===== src/rtl/mips_pkg.sv =====
// mips_pkg: definitions shared by the MEM-stage sequencer, its timeout
// counter and the dmem bus interface.
//   st_e   : sequencer state encoding (IDLE, BUSY, DONE, ERR)
//   DATA_W : address / data width of the core
package mips_pkg;

  localparam int DATA_W = 32;

  typedef enum logic [1:0] {
    IDLE = 2'd0,
    BUSY = 2'd1,
    DONE = 2'd2,
    ERR  = 2'd3
  } st_e;

endpackage


===== src/rtl/mem_stage_ctrl_if.sv =====
// mem_stage_ctrl_if: request/acknowledge bus between the MEM-stage sequencer
// and the multi-cycle data memory.
//   req, we, addr, wdata : sequencer -> memory, held stable while req = 1
//   ack, rdata           : memory -> sequencer, rdata valid in the ack cycle
// Modports: master (sequencer side), slave (memory side).
interface mem_stage_ctrl_if;
  import mips_pkg::*;

  logic              req;
  logic              we;
  logic [DATA_W-1:0] addr;
  logic [DATA_W-1:0] wdata;
  logic              ack;
  logic [DATA_W-1:0] rdata;

  modport master (output req, we, addr, wdata, input ack, rdata);
  modport slave  (input req, we, addr, wdata, output ack, rdata);
endinterface


===== src/rtl/mem_timeout_cnt.sv =====
// mem_timeout_cnt: saturating cycle counter for the dmem access watchdog.
//   clk, rst  : clock, asynchronous active-high reset
//   clr_i     : synchronous clear (wins over en_i)
//   en_i      : count one cycle
//   expired_o : counter has reached MAX_CNT (stays there until cleared)
module mem_timeout_cnt #(
  parameter int unsigned MAX_CNT = 15
) (
  input  logic clk,
  input  logic rst,
  input  logic clr_i,
  input  logic en_i,
  output logic expired_o
);

  logic [15:0] cnt_q, cnt_d;

  always_comb begin
    cnt_d = cnt_q;
    if (clr_i)
      cnt_d = '0;
    else if (en_i && (cnt_q != 16'(MAX_CNT)))
      cnt_d = cnt_q + 16'd1;
  end

  always_ff @(posedge clk or posedge rst)
    if (rst) cnt_q <= '0;
    else     cnt_q <= cnt_d;

  assign expired_o = (cnt_q == 16'(MAX_CNT));

endmodule


===== src/rtl/mem_stage_ctrl.sv =====
// mem_stage_ctrl: MEM-stage sequencer. Runs one req/ack transaction per load
// or store sitting in the EX/MEM register and stalls the pipeline meanwhile.
//   CLK, rst               : clock, asynchronous active-high reset
//   MemWriteM, MemtoRegM   : store / load in MEM (both set = store)
//   ALUOutM, WriteDataM    : byte address, store data
//   dmem (master)          : request/acknowledge bus to data memory
//   ReadDataM              : last completed load data (registered)
//   StallM                 : combinational freeze for PC, F/D, D/E, E/M
//   bus_err                : one-cycle pulse on an aborted access
// Build option: MEM_STAGE_CTRL_TIMEOUT_EN adds the watchdog that aborts an
// access after TIMEOUT_CYCLES BUSY cycles with no ack; without it BUSY waits
// forever and bus_err is constant 0.
module mem_stage_ctrl
  import mips_pkg::*;
#(
  parameter int unsigned       TIMEOUT_CYCLES = 16,
  parameter logic [DATA_W-1:0] ERR_DATA       = 32'h0000_0000
) (
  input  logic                   CLK,
  input  logic                   rst,
  input  logic                   MemWriteM,
  input  logic                   MemtoRegM,
  input  logic [DATA_W-1:0]      ALUOutM,
  input  logic [DATA_W-1:0]      WriteDataM,
  mem_stage_ctrl_if.master       dmem,
  output logic [DATA_W-1:0]      ReadDataM,
  output logic                   StallM,
  output logic                   bus_err
);

  st_e               state_q;
  logic              req_q, we_q, err_q;
  logic [DATA_W-1:0] addr_q, wdata_q, rdata_q;
  logic              mem_op, tmo_expired;

  assign mem_op = MemWriteM | MemtoRegM;

`ifdef MEM_STAGE_CTRL_TIMEOUT_EN
  // Cleared on the IDLE->BUSY edge so the first BUSY cycle sees 0.
  mem_timeout_cnt #(.MAX_CNT(TIMEOUT_CYCLES - 1)) u_tmo (
    .clk       (CLK),
    .rst       (rst),
    .clr_i     ((state_q == IDLE) && mem_op),
    .en_i      (state_q == BUSY),
    .expired_o (tmo_expired)
  );
  assign bus_err = err_q;
`else
  logic unused_cfg;
  assign tmo_expired = 1'b0;
  assign bus_err     = 1'b0;
  assign unused_cfg  = err_q ^ (TIMEOUT_CYCLES == 0);
`endif

  always_ff @(posedge CLK or posedge rst) begin
    if (rst) begin
      state_q <= IDLE;
      req_q   <= 1'b0;
      we_q    <= 1'b0;
      addr_q  <= '0;
      wdata_q <= '0;
      rdata_q <= '0;
      err_q   <= 1'b0;
    end else begin
      err_q <= 1'b0;
      case (state_q)
        IDLE: if (mem_op) begin
          addr_q  <= ALUOutM;
          wdata_q <= WriteDataM;
          we_q    <= MemWriteM;     // store wins when both are set
          req_q   <= 1'b1;
          state_q <= BUSY;
        end
        BUSY: if (dmem.ack) begin
          if (!we_q) rdata_q <= dmem.rdata;
          req_q   <= 1'b0;
          state_q <= DONE;
        end else if (tmo_expired) begin
          // Error data is visible during ERR, the cycle MEM/WB captures it.
          if (!we_q) rdata_q <= ERR_DATA;
          req_q   <= 1'b0;
          err_q   <= 1'b1;
          state_q <= ERR;
        end
        default: state_q <= IDLE;   // DONE, ERR: one advance cycle
      endcase
    end
  end

  assign StallM     = ((state_q == IDLE) && mem_op) || (state_q == BUSY);
  assign dmem.req   = req_q;
  assign dmem.we    = we_q;
  assign dmem.addr  = addr_q;
  assign dmem.wdata = wdata_q;
  assign ReadDataM  = rdata_q;

endmodule

===== src/flat_wrapper.sv =====
// flat-port wrapper written by rule: the top's interface ports become plain ports
module mem_stage_ctrl_flat import mips_pkg::*;
#(
  parameter int unsigned       TIMEOUT_CYCLES = 16,
  parameter logic [DATA_W-1:0] ERR_DATA       = 32'h0000_0000
)
  (CLK, rst, MemWriteM, MemtoRegM, ALUOutM, WriteDataM, ReadDataM, StallM, bus_err, dmem_req, dmem_we, dmem_addr, dmem_wdata, dmem_ack, dmem_rdata);
  mem_stage_ctrl_if dmem_i ();
  input  logic CLK;
  input  logic rst;
  input  logic MemWriteM;
  input  logic MemtoRegM;
  input  logic [DATA_W-1:0] ALUOutM;
  input  logic [DATA_W-1:0] WriteDataM;
  output logic [DATA_W-1:0] ReadDataM;
  output logic StallM;
  output logic bus_err;
  output wire logic [$bits(dmem_i.req)-1:0] dmem_req;
  output wire logic [$bits(dmem_i.we)-1:0] dmem_we;
  output wire logic [$bits(dmem_i.addr)-1:0] dmem_addr;
  output wire logic [$bits(dmem_i.wdata)-1:0] dmem_wdata;
  input wire logic [$bits(dmem_i.ack)-1:0] dmem_ack;
  input wire logic [$bits(dmem_i.rdata)-1:0] dmem_rdata;
  assign dmem_req = dmem_i.req;
  assign dmem_we = dmem_i.we;
  assign dmem_addr = dmem_i.addr;
  assign dmem_wdata = dmem_i.wdata;
  assign dmem_i.ack = dmem_ack;
  assign dmem_i.rdata = dmem_rdata;
  mem_stage_ctrl #(.TIMEOUT_CYCLES(TIMEOUT_CYCLES), .ERR_DATA(ERR_DATA)) u_core (.CLK(CLK), .rst(rst), .MemWriteM(MemWriteM), .MemtoRegM(MemtoRegM), .ALUOutM(ALUOutM), .WriteDataM(WriteDataM), .dmem(dmem_i), .ReadDataM(ReadDataM), .StallM(StallM), .bus_err(bus_err));
endmodule

===== config.mk =====
export PLATFORM = sky130hd
export DESIGN_NAME = mem_stage_ctrl_flat
export DESIGN_NICKNAME = d
export VERILOG_FILES = /design/src/rtl/mips_pkg.sv /design/src/rtl/mem_stage_ctrl_if.sv /design/src/rtl/mem_timeout_cnt.sv /design/src/rtl/mem_stage_ctrl.sv /design/src/flat_wrapper.sv
export SDC_FILE = /design/constraint.sdc
export NUM_CORES = 1
export LEC_CHECK = 0
export ABC_AREA = 0
export CAP_MARGIN = 20
export CORE_AREA = 4 4 113 115
export DETAILED_ROUTE_END_ITERATION = 7
export DIE_AREA = 0 0 117 119
export PLACE_DENSITY = 0.74
export SLEW_MARGIN = 10
export SYNTH_ARGS = -nofsm -noshare
export SYNTH_HDL_FRONTEND = slang
export SYNTH_SLANG_ARGS = --single-unit

===== constraint.sdc =====
create_clock -name CLK -period 3.25 [get_ports CLK]
set_clock_uncertainty 0.15 [all_clocks]
set_input_delay 0.65 -clock CLK [delete_from_list [all_inputs] [get_ports CLK]]
set_output_delay 0.65 -clock CLK [all_outputs]
set_load 0.03 [all_outputs]

==> results of run 1 <==
## logic make-up after synthesis
logic type / Yosys count / synth area share (%)
flops: 100 / 62.2
mux: 96 / 31.5
buf+inv: 12 / 3.83
simple gates: 9 / 1.37
compound gates: 4 / 0.996
other cells: 1 / 0.0933
## synthesized netlist by cell type
cell,count
nor2_2,1
buf_2,1
a211o_1,1
mux2_1,2
nor2_1,2
nor2b_1,1
buf_8,1
a211oi_1,1
inv_1,1
o21a_4,1
nor3_4,1
conb_1,1
nand2_1,2
nand2b_1,1
dfrtp_1,100
buf_4,4
mux2_2,45
mux2_4,49
nor3_1,1
buf_12,5
a22o_1,1
## report_power, final
| group | switching (mW) | leakage [nW] | internal [mW] |
|---|---|---|---|
| Combinational | 1.90 | 1.39 | 1.86 |
| Sequential | 0.346 | 1.17 | 1.86 |
| Clock | 0.463 | 0.135 | 0.565 |
| Total | 2.71 | 2.70 | 4.29 |
## layout by cell type, fill, tap and decap left out, types with 2 or more instances in the layout
master	n
buf_12	2
buf_4	2
clkbuf_16	9
clkbuf_8	2
clkdlybuf4s50_1	199
clkinvlp_4	3
dfrtp_1	100
mux2_1	2
mux2_2	45
mux2_4	49
nand2_1	2
nor2_1	2
## how the worst max path moves through the flow
stage / from / to / slack [ns]
finish: MemtoRegM / StallM / 0.41
CTS: MemtoRegM / StallM / 0.40
detailed placement: MemtoRegM / StallM / 0.40
global route: MemtoRegM / StallM / 0.34
global placement: MemtoRegM / StallM / 0.43
floorplan: rst / u_core.ReadDataM[0] / 1.26
## worst max-delay path: stages
cell,delay (ns)
clkdlybuf4s50_1,0.45
nor3_1,0.27
nor2_1,0.07
clkdlybuf4s50_1,0.60
## registers in the layout (all words and copies together) (netlist names)
| signal | cells |
|---|---|
| u_core.ReadDataM | 32 |
| u_core.dmem.req | 1 |
| u_core.dmem.addr | 32 |
| u_core.state_q | 2 |
| u_core.dmem.wdata | 32 |
| u_core.dmem.we | 1 |
## per-layer routing
metal	part of all wire (%)	vias up	global-route usage, %
met3	9.6	17	6.71
met2	48	129	22.7
met4	2.3	0	5.23
li1	-	1173	-
met1	40	1260	15.5
met5	0	-	0
## metrics by stage
| stage | util (%) | cell area (sq um) | total power, mW |
|---|---|---|---|
| after detailed placement | 51.7 | 6100 | 6.02 |
| after global placement | 51.7 | 6100 | 5.96 |
| final | 54.1 | 6390 | 7.00 |
| after floorplan | - | 4020 | 4.48 |
| after global routing | 54.1 | 6390 | 7.34 |
| after CTS | 54.1 | 6390 | 7.10 |
## final cells by class
cell class / instances / share of cell area, %
clock buffer: 12 / 4.01
sequential: 100 / 39.1
tap: 147 / 2.88
multi-input combinational: 110 / 21.3
timing repair buffer: 203 / 32.0
inverter: 1 / 0.117
clock inverter: 4 / 0.509
==> results.sh, run 1 <==
export IMPL_viasPerCell=4.47
export IMPL_drive_above_1_share_pct=27.2
export IMPL_status="completed"
export IMPL_required_ns=2.45
export IMPL_clock_sinks=100
export IMPL_dp_hpwl_um=7010
export IMPL_cts_buffer_depth=2
export IMPL_slew_limit_headroom_pct=65.4
export IMPL_initial_core_util_pct=34.0
export IMPL_grt_first_pass_wirelength_um=14700
export IMPL_placed_cells=561
export IMPL_clock_latency_ns=0.34
export IMPL_wl_um=9570
export IMPL_r2r_start="u_core.state_q[1]"
export IMPL_worst_ep_arrival_time_ns=2.04
export IMPL_hold_end="u_core.ReadDataM[24]"
export IMPL_startpoint_type="input port"
export IMPL_grt_max_degree=98
export IMPL_die_y_um=119
export IMPL_clockRootBuffer="clkbuf_16"
export IMPL_hold_depth=1
export IMPL_n_antenna_cell=0
export IMPL_route_detailed_drc=0
export IMPL_worstSetupEndpointType="primary output"
export IMPL_wl_per_cell_um=16.6
export IMPL_yosys_register_bits=100
export IMPL_finalHoldViolations=0
export IMPL_setup_viol=0
export IMPL_grt_pass1_vias=2819
export IMPL_ys_top_cells_by_area="dfrtp_1, mux2_4, mux2_2, buf_12, buf_4"
export IMPL_powerDensity_mw_per_mm2=1090
export IMPL_final_fill_count=999
export IMPL_ir_drop_uv=629
export IMPL_pin_count=201
export IMPL_crit_fanout=3
export IMPL_dr_pass1_iters=4
export IMPL_cts_buffers=9
export IMPL_row_count=40
export IMPL_r2r_end="u_core.dmem.wdata[22]"
export IMPL_yosysWarnings=0
export IMPL_fin_crit_ns=2.84
export IMPL_portBuffers=199
export IMPL_multi_input_area_sq_mm=0.00136
export IMPL_hold_start="u_core.ReadDataM[24]"
export IMPL_hold_path_class="flip-flop to flip-flop"
export IMPL_power_leakage_nw=2.70
export IMPL_netlist_instances=222
export IMPL_synth_seq_area_share_pct=62.2
export IMPL_syn_cell_area_sq_mm=0.00402
export IMPL_htree_levels=3
export IMPL_drt_initial_drc_count=68
export IMPL_place_ws_ns=0.400
export IMPL_critPathKind="input port to primary output"
export IMPL_antenna_found_initial=0
export IMPL_dieWidth_um=117
export IMPL_area_growth_pct=59.0
export IMPL_grt_ovfl_total=0
export IMPL_fmax_mhz=352
export IMPL_drv_slew=0
export IMPL_worstMarginPinSlew_ns=0.519
export IMPL_cts_tree="done"
export IMPL_fp_coreArea_sq_mm=0.0118
export IMPL_dieArea_sq_mm=0.0139
export IMPL_routabilityCongestion=0.709
export IMPL_cts_resized=0
export IMPL_rsz0062_at_grt="no"
export IMPL_grt_usage_pct=13.9
export IMPL_syn_avg_cell_area_sq_um=18.1
export IMPL_yosysTopAreaCell="dfrtp_1"
export IMPL_post_route_period_util_pct=87.3
export IMPL_clk_pin_slew_ns=0.07
export IMPL_vias=2579
export IMPL_cts_setup_buffers=0
export IMPL_reg2reg_depth=4
export IMPL_seqCellArea_sq_mm=0.00250
export IMPL_nets=526
export IMPL_syn_nets=323
export IMPL_synth_top_cell_area_share_pct=62.2
export IMPL_finalSetupTns_ns=0
export IMPL_rrSetupSlack_ns=1.38
export IMPL_hold_slack_ns=0.348
export IMPL_cts_hold_buf=0
export IMPL_maxCapViolCount=0
export IMPL_synth_cell_types=21
export IMPL_ant_nets=0
export IMPL_setup_ws_ns=0.412
export IMPL_final_instance_count_excl_fill=577
(Power assumes the default switching activity.)
==> run 2, diff against run 1 <==
CTS_BUF_LIST = sky130_fd_sc_hd__clkbuf_16   (was unset)
GPL_TIMING_DRIVEN = 0   (was unset)
SLEW_MARGIN = unset   (was 10)
==> results.sh, run 2 (synthesis results as in run 1) <==
export IMPL_status="completed"
export IMPL_cts_resized=0
export IMPL_worstSetupEndpointType="primary output"
export IMPL_routabilityCongestion=0.699
export IMPL_vias=2631
export IMPL_layout_common_cells="clkdlybuf4s50_1, dfrtp_1, mux2_4"
export IMPL_cpMostUsedCell="clkdlybuf4s50_1"
export IMPL_grt_usage_pct=13.8
export IMPL_met2_wirelength_um=4820
export IMPL_cts_setup_buffers=0
export IMPL_dp_hpwl_um=7530
export IMPL_final_fill_count=980
export IMPL_worst_ep_arrival_time_ns=2.03
export IMPL_nets=535
export IMPL_route_detailed_drc=0
export IMPL_grt_max_degree=38
export IMPL_post_route_period_util_pct=87.2
export IMPL_path_cells="clkdlybuf4s50_1, nor3_1, nor2_1, clkdlybuf4s50_1"
export IMPL_clock_latency_ns=0.33
export IMPL_die_y_um=119
export IMPL_htree_levels=3
export IMPL_n_antenna_cell=0
export IMPL_power_leakage_nw=2.77
export IMPL_row_count=40
export IMPL_startpoint_type="input port"
export IMPL_required_ns=2.45
export IMPL_grt_ovfl_total=0
export IMPL_slew_limit_headroom_pct=51.6
export IMPL_dr_pass1_iters=4
export IMPL_drive_above_1_share_pct=28.9
export IMPL_drt_initial_drc_count=95
export IMPL_clk_pin_slew_ns=0.06
export IMPL_cp_depth=4
export IMPL_setup_viol=0
export IMPL_maxCapViolCount=0
export IMPL_dieArea_sq_mm=0.0139
export IMPL_final_common_cell="clkdlybuf4s50_1"
export IMPL_drv_slew=0
export IMPL_critPathKind="input port to primary output"
export IMPL_route_met3_wl_um=907
export IMPL_hold_depth=1
export IMPL_reg2reg_depth=5
export IMPL_worstMarginPinSlew_ns=0.725
export IMPL_critPathSlowestCell="clkdlybuf4s50_1"
export IMPL_fmax_mhz=353
export IMPL_pin_count=201
export IMPL_initial_core_util_pct=34.0
export IMPL_powerDensity_mw_per_mm2=1080
export IMPL_crit_fanout=3
export IMPL_clock_sinks=100
export IMPL_area_growth_pct=62.1
export IMPL_critPathMaxStageDelay_ns=0.69
export IMPL_ant_nets=0
export IMPL_cts_buffer_depth=2
export IMPL_routed_top_layer="met4"
export IMPL_cts_hold_buf=0
export IMPL_cts_tree="done"
export IMPL_antenna_found_initial=0
export IMPL_hold_path_class="flip-flop to flip-flop"
export IMPL_grt_first_pass_wirelength_um=15000
export IMPL_wl_per_cell_um=16.4
export IMPL_dieWidth_um=117
export IMPL_viasPerCell=4.49
export IMPL_finalSetupTns_ns=0
export IMPL_path_buf_inv=2
export IMPL_crit_family="buffers and inverters"
export IMPL_drt_met1_wl_um=3770
export IMPL_fp_coreArea_sq_mm=0.0118
export IMPL_power_total_mw=7.03
export IMPL_wl_um=9600
export IMPL_grt_pass1_vias=2928
export IMPL_portBuffers=199
export IMPL_fin_crit_ns=2.83
export IMPL_clockRootBuffer="clkbuf_16"
export IMPL_ir_drop_uv=588
export IMPL_rsz0062_at_grt="no"
export IMPL_cts_buffers=9
export IMPL_finalHoldViolations=0
## run 2: area by class of cell
| type | count | area, sq um | share of cell area (%) |
|---|---|---|---|
| well taps | 147 | 184 | 2.82 |
| inverters | 1 | 7.51 | 0.115 |
| plain buffers | 11 | 150 | 2.30 |
| multi-input cells | 110 | 1360 | 20.9 |
| repair buffers | 201 | 2030 | 31.2 |
| clock inverters | 7 | 50.0 | 0.768 |
| flip-flops and latches | 100 | 2500 | 38.4 |
| clock buffers | 9 | 225 | 3.46 |
## run 2: power breakdown
part	internal (mW)	leakage (nW)	total, mW	switching (mW)
logic	1.92	1.46	3.83	1.91
clock network	0.524	0.140	0.993	0.469
registers	1.86	1.17	2.21	0.345
total	4.31	2.77	7.03	2.73
## run 2: worst reg2reg max path, stage by stage (launching register included)
cell and delay (ns):
dfrtp_1 0.46, nor2_2 0.17, o21a_4 0.16, buf_8 0.18, buf_12 0.17, mux2_4 0.31
## run 2: metal layers
metal	up-vias	global-route usage [%]
met2	120	22.9
met5	-	0
met4	0	4.30
met1	1296	16.3
li1	1206	-
met3	9	5.54
## run 2: path summary, 6_finish.rpt
| kind | start | end | slack (ns) |
|---|---|---|---|
| max reg2reg | u_core.state_q[1] | u_core.dmem.wdata[8] | 1.54 |
| min in group asynchronous | rst | u_core.dmem.addr[22] | 0.63 |
| min reg2reg | u_core.ReadDataM[24] | u_core.ReadDataM[24] | 0.33 |
| max in group asynchronous | rst | u_core.ReadDataM[1] | 1.70 |
| min | u_core.ReadDataM[24] | u_core.ReadDataM[24] | 0.33 |
| max | MemtoRegM | StallM | 0.42 |
## run 2: per-stage QoR
stage                     area, sq um  setup slack [ns]  cells  hold slack [ns]  util (%)
final                            6520             0.417    586            0.334      55.2
after CTS                        6520             0.398    586            0.340      55.2
after floorplan                  4020              1.26    222            0.363         -
after global placement           6200             0.265    568            0.316      52.5
after global routing             6520             0.345    586            0.348      55.2
after detailed placement         6240             0.403    570            0.325      52.8
==> run 3, diff against run 2 <==
CAP_MARGIN = unset   (was 20)
CORE_AREA = 4 4 112 114   (was 4 4 113 115)
DIE_AREA = 0 0 116 118   (was 0 0 117 119)
SYNTH_HIERARCHICAL = 1   (was unset)
==> results.sh, run 3 <==
export IMPL_reg2reg_depth=5
export IMPL_r2r_start="u_core/state_q[0]"
export IMPL_wl_um=9810
export IMPL_antenna_found_initial=0
export IMPL_final_fill_count=952
export IMPL_die_y_um=118
export IMPL_clk_pin_slew_ns=0.06
export IMPL_portBuffers=199
export IMPL_viasPerCell=4.54
export IMPL_finalSetupTns_ns=0
export IMPL_drt_initial_drc_count=69
export IMPL_grt_max_degree=43
export IMPL_post_route_period_util_pct=87.1
export IMPL_synth_flop_cell="dfrtp_1"
export IMPL_hold_slack_ns=0.351
export IMPL_pin_count=201
export IMPL_maxCapViolCount=0
export IMPL_synthTopCellsByCount="dfrtp_1, mux2_2, mux2_4"
export IMPL_hold_path_class="flip-flop to flip-flop"
export IMPL_setup_viol=0
export IMPL_dieArea_sq_mm=0.0137
export IMPL_multi_input_area_sq_mm=0.00128
export IMPL_fin_util_pct=56.6
export IMPL_power_leakage_nw=2.69
export IMPL_routabilityCongestion=0.705
export IMPL_yosysWarnings=6
export IMPL_cts_buffer_depth=2
export IMPL_final_instance_count_excl_fill=582
export IMPL_initial_core_util_pct=34.5
export IMPL_syn_nets=323
export IMPL_yosysMostFrequentCell="dfrtp_1"
export IMPL_grt_first_pass_wirelength_um=15500
export IMPL_fin_area_sq_mm=0.00646
export IMPL_placed_cells=566
export IMPL_seqPwrFrac_pct=31.1
export IMPL_finalHoldViolations=0
export IMPL_grt_usage_pct=14.5
export IMPL_status="completed"
export IMPL_final_common_cell="clkdlybuf4s50_1"
export IMPL_fmax_mhz=353
export IMPL_p_int_mw=4.38
export IMPL_hold_depth=1
export IMPL_netlist_instances=222
export IMPL_dp_hpwl_um=7720
export IMPL_worstSetupEndpointType="primary output"
export IMPL_cts_resized=0
export IMPL_rsz0062_at_grt="no"
export IMPL_ant_nets=0
export IMPL_synth_top_cell_area_share_pct=63.6
export IMPL_synthArstFlopShare_pct=100
export IMPL_cts_tree="done"
export IMPL_cts_buffers=9
export IMPL_htree_levels=3
export IMPL_worst_ep_arrival_time_ns=2.03
export IMPL_ys_top_cells_by_area="dfrtp_1, mux2_2, mux2_4, buf_6, buf_12"
export IMPL_clockRootBuffer="clkbuf_16"
export IMPL_yosys_register_bits=100
export IMPL_p_sw_share_pct=38.0
export IMPL_route_detailed_drc=0
export IMPL_setup_ws_ns=0.419
export IMPL_seqCellArea_sq_mm=0.00250
export IMPL_clock_latency_ns=0.33
export IMPL_layout_common_cells="clkdlybuf4s50_1, dfrtp_1, mux2_2"
export IMPL_cts_setup_buffers=0
export IMPL_power_total_mw=7.05
export IMPL_vias=2644
export IMPL_placed_area_sq_mm=0.00615
export IMPL_startpoint_type="input port"
export IMPL_dieWidth_um=116
export IMPL_syn_cell_area_sq_mm=0.00394
export IMPL_clock_sinks=100
export IMPL_netSwitchingPower_mw=2.68
export IMPL_rrSetupSlack_ns=1.47
export IMPL_drive_above_1_share_pct=28.2
export IMPL_pwr_share_comb_pct=53.3
export IMPL_crit_fanout=3
export IMPL_fp_coreArea_sq_mm=0.0114
export IMPL_synth_edf_count=0
export IMPL_synth_seq_area_share_pct=63.6
export IMPL_nets=535
export IMPL_synth_cell_types=20
export IMPL_n_antenna_cell=0
export IMPL_critPathKind="input port to primary output"
export IMPL_grt_pass1_vias=2919
export IMPL_row_count=39
export IMPL_hold_end="u_core/dmem.req"
export IMPL_syn_avg_cell_area_sq_um=17.7
export IMPL_cts_hold_buf=0
export IMPL_r2r_end="u_core/dmem.addr[9]"
export IMPL_p_clk_share_pct=15.6
export IMPL_ir_drop_uv=534
export IMPL_yosysTopAreaCell="dfrtp_1"
export IMPL_hold_start="u_core/dmem.req"
export IMPL_powerDensity_mw_per_mm2=1090
export IMPL_place_ws_ns=0.397
export IMPL_fin_crit_ns=2.83
export IMPL_grt_ovfl_total=0
export IMPL_area_growth_pct=64.1
export IMPL_wl_per_cell_um=16.9
export IMPL_dr_pass1_iters=4
export IMPL_required_ns=2.45
export IMPL_drv_slew=0
[run 3: cell count changes in the layout (fill, tap and decap cells not counted), sizes merged]
cell      previous run  this run
and3b                0         1
buf                 13        14
bufinv               0         2
clkinv               5         3
clkinvlp             1         2
inv                  2         1
nand2                2         1
nor2                 3         2
nor2b                1         2
nor3                 2         1
[run 3: power by group through the flow]
stage          clock network (mW)  logic, mW  registers [mW]
6_report                     1.10       3.76            2.19
5_1_grt                      1.19       3.93            2.28
4_1_cts                      1.14       3.81            2.21
3_5_place_dp                    0       3.80            2.22
3_3_place_gp                    0       3.75            2.18
2_1_floorplan                   0      0.957            3.42
[run 3: worst max path at each step]
stage	endpoint	cells past startpoint	startpoint	slack, ns
after global placement	u_core/dmem.wdata[25]	2	rst	0.25
after global routing	StallM	4	MemtoRegM	0.36
after floorplan	u_core/ReadDataM[0]	1	rst	1.26
after detailed placement	StallM	4	MemtoRegM	0.40
final	StallM	4	MemtoRegM	0.42
after CTS	StallM	4	MemtoRegM	0.40
[run 3: logic make-up after synthesis]
family,synth area share (%)
DFF,63.6
AOI/OAI and AO/OA,0.827
other,0.0953
buffers and inverters,3.85
and+or+nand+nor,1.30
muxes,30.3
[run 3: layer usage]
metal	routed length (um)	global-route usage [%]
met2	5050	24.8
met5	0	0
met1	3600	16.6
met3	1020	5.50
met4	140	4.79
[run 3: area by class of cell]
class | instances | share of cell area (%)
plain buffers | 12 | 2.29
clock buffers | 9 | 3.49
clock inverters | 7 | 1.28
inverters | 1 | 0.116
multi-input cells | 109 | 19.8
flip-flops and latches | 100 | 38.8
well taps | 143 | 2.77
repair buffers | 201 | 31.5
[run 3: worst max-delay path, cell delays in order]
cell and delay [ns]:
clkdlybuf4s50_1 0.44, nor3_1 0.26, nor2_1 0.06, clkdlybuf4s50_1 0.61
